File: src/rtl/req_ack_pkg.sv
// Shared types and constants for the req/ack responder.
package req_ack_pkg;

  typedef enum logic [1:0] {
    IDLE    = 2'd0,
    WAIT    = 2'd1,
    ACK     = 2'd2,
    RELEASE = 2'd3
  } state_e;

  localparam int unsigned REQ_ACK_DEFAULT_DELAY = 32'd3;

endpackage

File: src/rtl/req_ack_if.sv
// Single-bit request/acknowledge handshake wires, shared by requester, responder and checker.
interface req_ack_if;

  logic req;
  logic ack;

  modport master  (output req, input  ack);
  modport slave   (input  req, output ack);
  modport monitor (input  req, input  ack);

endinterface

File: src/rtl/req_ack.sv
// Handshake responder: answers a held req with a one-cycle ack pulse ACK_DELAY edges
// after req is first sampled high.
module req_ack
  import req_ack_pkg::*;
#(
  parameter int unsigned ACK_DELAY = REQ_ACK_DEFAULT_DELAY
) (
  input  logic       clk,
  input  logic       reset,
  req_ack_if.slave   hs
);

  localparam int unsigned      CNT_W    = $clog2(ACK_DELAY + 32'd1);
  localparam logic [CNT_W-1:0] CNT_ZERO = CNT_W'(0);
  localparam logic [CNT_W-1:0] CNT_ONE  = CNT_W'(1);
  localparam logic [CNT_W-1:0] CNT_LOAD = CNT_W'(ACK_DELAY - 32'd1);

  state_e           state_q, state_d;
  logic [CNT_W-1:0] cnt_q, cnt_d;
  logic             ack_q, ack_d;

  // The counter holds the number of further WAIT edges before ack; ACK is entered at zero.
  always_comb begin
    state_d = state_q;
    cnt_d   = CNT_ZERO;
    ack_d   = 1'b0;
    case (state_q)
      IDLE: begin
        if (hs.req) begin
          state_d = WAIT;
          cnt_d   = CNT_LOAD;
        end else begin
          state_d = IDLE;
        end
      end
      WAIT: begin
        if (!hs.req) begin
          state_d = IDLE;
        end else if (cnt_q == CNT_ZERO) begin
          state_d = ACK;
          ack_d   = 1'b1;
        end else begin
          cnt_d   = cnt_q - CNT_ONE;
        end
      end
      ACK: begin
        if (hs.req) begin
          state_d = RELEASE;
        end else begin
          state_d = IDLE;
        end
      end
      RELEASE: begin
        if (hs.req) begin
          state_d = RELEASE;
        end else begin
          state_d = IDLE;
        end
      end
      default: begin
        state_d = IDLE;
      end
    endcase
  end

  always_ff @(posedge clk) begin
    if (reset) begin
      state_q <= IDLE;
      cnt_q   <= CNT_ZERO;
      ack_q   <= 1'b0;
    end else begin
      state_q <= state_d;
      cnt_q   <= cnt_d;
      ack_q   <= ack_d;
    end
  end

  assign hs.ack = ack_q;

endmodule

File: src/flat_wrapper.sv
// flat-port wrapper written by rule: the top's interface ports become plain ports
module req_ack_flat import req_ack_pkg::*;
#(
  parameter int unsigned ACK_DELAY = REQ_ACK_DEFAULT_DELAY
)
  (clk, reset, hs_req, hs_ack);
  req_ack_if hs_i ();
  input  logic clk;
  input  logic reset;
  input wire logic [$bits(hs_i.req)-1:0] hs_req;
  output wire logic [$bits(hs_i.ack)-1:0] hs_ack;
  assign hs_i.req = hs_req;
  assign hs_ack = hs_i.ack;
  req_ack #(.ACK_DELAY(ACK_DELAY)) u_core (.clk(clk), .reset(reset), .hs(hs_i));
endmodule
File: config.mk
export PLATFORM = sky130hd
export DESIGN_NAME = req_ack_flat
export DESIGN_NICKNAME = d
export VERILOG_FILES = /design/src/rtl/req_ack_pkg.sv /design/src/rtl/req_ack_if.sv /design/src/rtl/req_ack.sv /design/src/flat_wrapper.sv
export SDC_FILE = /design/constraint.sdc
export NUM_CORES = 1
export LEC_CHECK = 0
export ABC_CLOCK_PERIOD_IN_PS = 1100
export BUFFER_PORTS_ARGS = -buffer_cell sky130_fd_sc_hd__buf_2
export CAP_MARGIN = 0
export CORE_AREA = 2 2 39 41
export DETAILED_ROUTE_END_ITERATION = 7
export DIE_AREA = 0 0 41 43
export MAX_ROUTING_LAYER = met4
export PLACE_DENSITY = 0.3
export SLEW_MARGIN = 25
export SYNTH_ARGS = -nofsm -noshare
export SYNTH_HDL_FRONTEND = slang
export SYNTH_SLANG_ARGS = --single-unit
File: constraint.sdc
create_clock -name clk -period 1.1 [get_ports clk]
set_input_delay 0.22 -clock clk [delete_from_list [all_inputs] [get_ports clk]]
set_output_delay 0.22 -clock clk [all_outputs]
set_load 0.01 [all_outputs]
==> metrics.yaml, run 1 <==
run_status: "finished, final reports clean"
antenna_cells: 0
hold_ws_ns: 0.333
drt_iter0_drc: 0
vias_per_cell: 3.28
period_share_pct: 90.7
clkSinkCount: 5
core_um2: 1380
io_buffer_count: 3
final_util_pct: 16.7
syn-num-nets: 19
worstSetupStartpointType: "flip-flop"
die_w_um: 41
setup_ws_ns: 0.102
min_period_ns: 0.998
setup_viol: 0
root_buffer: "clkbuf_4"
syn-mean-instance-area_um2: 10.6
synth_compound_area_share_pct: 13.2
antenna_found_initial: 0
place.gp.congestion: 0.654
drive_gt1_share_pct: 30.4
clk_path_buf_depth: 2
slew-limit-headroom_pct: 88.1
path_class: "reg -> reg"
die_y_um: 43
routed-via-count: 128
hold_path.class: "in -> reg"
pre_cts_slack_ns: 0.101
timing.fmax_ghz: 1.00
cp-end-kind: "flip-flop"
synth_cell_types: 10
p_leak_nw: 0.0924
critical_path.max_fanout: 3
synth-seq-area-share_pct: 58.8
overflow: 0
dpl_cell_area_um2: 205
ys_warn_count: 0
arrival_ns: 1.13
synthMuxAreaShare_pct: 0
gr-usage-all-layers_pct: 5.25
vdd_drop_max_mv: 0.807
place_inst: 35
stdcell_count: 39
p_per_area_nw_per_um2: 1820
synth_fa_ha_area_share_pct: 0
rsz0062_at_grt: "no"
syn_to_final_growth_pct: 36.0
avgRoutedWirePerCell_um: 6.77
synth_seq_cells: 5
fin_tns_setup_ns: 0
cts_made_buffers: 3
fin_skew_ns: 0.00324
worst_pin_slew_ns: 0.178
cts.htree.levels: 1
path_clk_slew_ns: 0.04
nFillCells: 149
yosysTopAreaCell: "dfxtp_1"
num-nets-final: 27
ys_top_cells_by_area: "dfxtp_1 (59%), or3b_4 (6.6%), nor3_1 (5.9%), o21ba_1 (5.9%), or3b_1 (5.1%)"
synth_top_family_by_area: "simple AND/OR/NAND/NOR gates"
io_pins: 4
grt_max_degree: 6
synth_area_um2: 170
synth_top_area_share_pct: 58.8
max_cap_viol_count: 0
rows: 14
cts_setup_buffers: 0
synth_xor_area_share_pct: 0
required_ns: 1.23
first_pass_iters: 1
post-route-cell-area_um2: 231
drt_wl_total_um: 264
cts-resized-gates: 0
grt_pass1_vias: 127
dieArea_um2: 1760
clk_latency_ns: 0.24
finalHoldViolCount: 0
synthCells: 16
holdBufCountCts: 0
slew_viol_final: 0
drc_errors: 0
finalPower_uw: 420
ant_nets: 0
cts_tree: "yes"
initial_core_util_pct: 12.3
synth_simple_gate_area_share_pct: 23.5
grt_pass1_wl_um: 496
==> worst paths after layout <==
path,startpoint,endpoint,slack (ns),cells after the start
worst min-delay path,hs_req,u_core.state_q[1],0.33,3
worst min register to register,u_core.state_q[0],u_core.cnt_q[1],0.45,1
worst max register to register,u_core.state_q[0],u_core.state_q[0],0.10,2
worst max-delay path,u_core.state_q[0],u_core.state_q[0],0.10,2
==> critical path: stages (launching register included) <==
cell and delay, ns:
dfxtp_1 0.33, or3b_4 0.39, o21ba_1 0.17
==> cells in the final DEF (no fill, tap or decap) <==
cell | netlist | layout
dfxtp_1 | 5 | 5
a211oi_1 | 1 | 1
buf_2 | 0 | 3
nand2_1 | 1 | 1
nor3_1 | 2 | 2
clkbuf_4 | 0 | 3
a21oi_1 | 1 | 1
clkbuf_1 | 0 | 1
or3b_1 | 1 | 1
o21ba_1 | 1 | 1
nand2b_1 | 1 | 1
or3b_4 | 1 | 1
inv_1 | 2 | 2
==> synthesized netlist by cell type (all sizes together) <==
cell	instances
o21ba	1
nor3	2
a21oi	1
or3b	2
nand2	1
dfxtp	5
inv	2
nand2b	1
a211oi	1
==> registers in the layout (all words and copies together) (netlist names) <==
name            cells
u_core.cnt_q        2
u_core.hs.ack       1
u_core.state_q      2
==> routing by layer <==
layer  global-route usage [%]  vias up  wire length, µm
li1                         -       68                -
met1                     4.82       55              132
met2                     4.38        3              102
met3                     8.38        2               22
met4                     4.00        0                6
met5                        -        -                0
==> area by class of cell <==
type | count | area, µm² | share of cell area (%)
inverters | 2 | 7.51 | 3.24
repair buffers | 3 | 15.0 | 6.49
multi-input cells | 9 | 62.6 | 27.0
clock buffers | 4 | 26.3 | 11.4
well taps | 16 | 20.0 | 8.65
flip-flops and latches | 5 | 100 | 43.2
==> report_power, final <==
part | switching, mW | internal (mW) | leakage [nW]
Clock | 0.0684 | 0.137 | 0.0150
Sequential | 0.00538 | 0.189 | 0.0409
Combinational | 0.00809 | 0.0129 | 0.0365
Total | 0.0819 | 0.339 | 0.0924
==> logic make-up (layout without fill, tap and decap cells) <==
| kind of cell | after synthesis | count (layout) |
|---|---|---|
| flip-flops | 5 | 5 |
| AND/OR/NAND/NOR | 6 | 6 |
| buffers and inverters | 2 | 9 |
| AO/OA/AOI/OAI | 3 | 3 |
No activity file was read; power rests on OpenSTA's default activity.
==> run 2: changes to the inputs <==
Settings changed: PLACE_DENSITY 0.3 to default.
==> metrics.yaml, run 2 (synthesis results as in run 1) <==
run_status: "finished, final reports clean"  # unchanged
cts.htree.levels: 1  # unchanged
grt_pass1_vias: 115  # was 127
hold_depth: 3  # unchanged
rsz0062_at_grt: "no"  # unchanged
clk_path_buf_depth: 2  # unchanged
p_per_area_nw_per_um2: 1810  # was 1820 nW/µm²
cts_tree: "yes"  # unchanged
initial_core_util_pct: 12.3  # unchanged
drc_errors: 0  # unchanged
io_pins: 4  # unchanged
clkSinkCount: 5  # unchanged
hold_ws_ns: 0.326  # was 0.333 ns
antenna_cells: 0  # unchanged
cts-resized-gates: 0  # unchanged
hold_path.class: "in -> reg"  # unchanged
p_switching_uw: 80.7  # was 81.9 µW
slew-limit-headroom_pct: 89.0  # was 88.1%
routed-via-count: 125  # was 128
worstSetupStartpointType: "flip-flop"  # unchanged
rr_worst_depth: 2  # unchanged
r2r_start: "u_core.state_q[1]"  # was u_core.state_q[0]
overflow: 0  # unchanged
core_um2: 1380  # unchanged
min_period_ns: 0.996  # was 0.998 ns
clk_latency_ns: 0.24  # about the same
p_clk_share_pct: 48.7  # was 48.8%
p_leak_nw: 0.0924  # unchanged
fin_skew_ns: 0.00230  # was 0.00324 ns
max_cap_viol_count: 0  # unchanged
slowest_stage: "or3b_4"  # unchanged
wl_met2_um: 83  # was 102 µm
comb_power_share_pct: 5.0  # about the same
avgRoutedWirePerCell_um: 6.33  # was 6.77 µm
vdd_drop_max_mv: 0.701  # was 0.807 mV
fin_tns_setup_ns: 0  # unchanged
antenna_found_initial: 0  # unchanged
finalHoldViolCount: 0  # unchanged
first_pass_iters: 2  # was 1
p_seq_share_pct: 46.3  # was 46.2%
slew_viol_final: 0  # unchanged
drt-met1-wl_um: 140  # was 132 µm
switching_share_pct: 19.2  # was 19.5%
holdBufCountCts: 0  # unchanged
drt_iter0_drc: 1  # was 0
final_cell_mix: "dfxtp_1 (5), clkbuf_4 (3), buf_2 (3)"  # unchanged
die_w_um: 41  # unchanged
path_clk_slew_ns: 0.04  # about the same
num-nets-final: 27  # unchanged
arrival_ns: 1.12  # was 1.13 ns
io_buffer_count: 3  # unchanged
dpl.hpwl_um: 175
cpPeakStageDelay_ns: 0.40  # was 0.39 ns
critical_path.max_fanout: 3  # unchanged
worst_pin_slew_ns: 0.164  # was 0.178 ns
grt_max_degree: 6  # unchanged
rows: 14  # unchanged
timing.fmax_ghz: 1.00  # about the same
intPower_uw: 339  # about the same
path_class: "reg -> reg"  # unchanged
layout_commonest_cell: "dfxtp_1"  # unchanged
crit_chain: "or3b_4, o21ba_1"  # unchanged
route.met3.wl_um: 24  # was 22 µm
root_buffer: "clkbuf_4"  # unchanged
vias_per_cell: 3.21  # was 3.28
cts_made_buffers: 3  # unchanged
top_layer: "met3"  # was met4
dieArea_um2: 1760  # unchanged
ant_nets: 0  # unchanged
drive_gt1_share_pct: 30.4  # unchanged
cp-end-kind: "flip-flop"  # unchanged
grt_pass1_wl_um: 414  # was 496 µm
crit_start: "u_core.state_q[1]"  # was u_core.state_q[0]
period_share_pct: 90.6  # was 90.7%
worstHoldStart: "hs_req"  # unchanged
syn_to_final_growth_pct: 36.0  # unchanged
place.gp.congestion: 0.663  # was 0.654
gr-usage-all-layers_pct: 4.22  # was 5.25%
drt_wl_total_um: 247  # was 264 µm
cts_setup_buffers: 0  # unchanged
die_y_um: 43  # unchanged
setup_viol: 0  # unchanged
required_ns: 1.23  # about the same
run 2: cell counts in the layout (fill, tap and decap cells not counted):
Identical to the previous run, type by type.
run 2: worst max-delay path: cells and delay by family, from the launching register on:
kind             cells  cell delay (ns)
AO/OA/AOI/OAI        1             0.17
AND/OR/NAND/NOR      1             0.40
flip-flops           1             0.31
run 2: final timing paths:
path	to	slack, ns
min	u_core.state_q[1]	0.33
max	u_core.state_q[0]	0.10
max reg2reg	u_core.state_q[0]	0.10
min reg2reg	u_core.cnt_q[1]	0.44
run 2: cell type report:
cell class / count / area [µm²]
Clock buffer: 4 / 26.3
Fill cell: 149 / 1150
Inverter: 2 / 7.51
Multi-Input combinational cell: 9 / 62.6
Sequential cell: 5 / 100
Tap cell: 16 / 20.0
Timing Repair Buffer: 3 / 15.0
run 2: metal layers:
| layer | vias up | global-route usage, % |
|---|---|---|
| met2 | 6 | 4.06 |
| li1 | 70 | - |
| met1 | 49 | 4.19 |
| met3 | 0 | 6.28 |
| met5 | - | - |
| met4 | 0 | 2.00 |
run 2: power groups by stage:
stage               combinational [mW]  sequential [mW]  clock, mW
detailed placement              0.0211            0.197          0
floorplan                       0.0148            0.196          0
CTS                             0.0212            0.194      0.217
global route                    0.0233            0.195      0.228
global placement                0.0209            0.197          0
finish                          0.0211            0.194      0.204
run 2: metrics by stage:
stage / power, mW / cells / instance area [µm²] / setup WS (ns) / utilization [%]
after CTS: 0.432 / 39 / 231 / 0.101 / 16.7
final: 0.419 / 39 / 231 / 0.104 / 16.7
after global routing: 0.445 / 39 / 231 / 0.0698 / 16.7
after detailed placement: 0.218 / 35 / 205 / 0.109 / 14.8
after floorplan: 0.211 / 16 / 170 / 0.136 / -
after global placement: 0.218 / 35 / 205 / 0.111 / 14.8
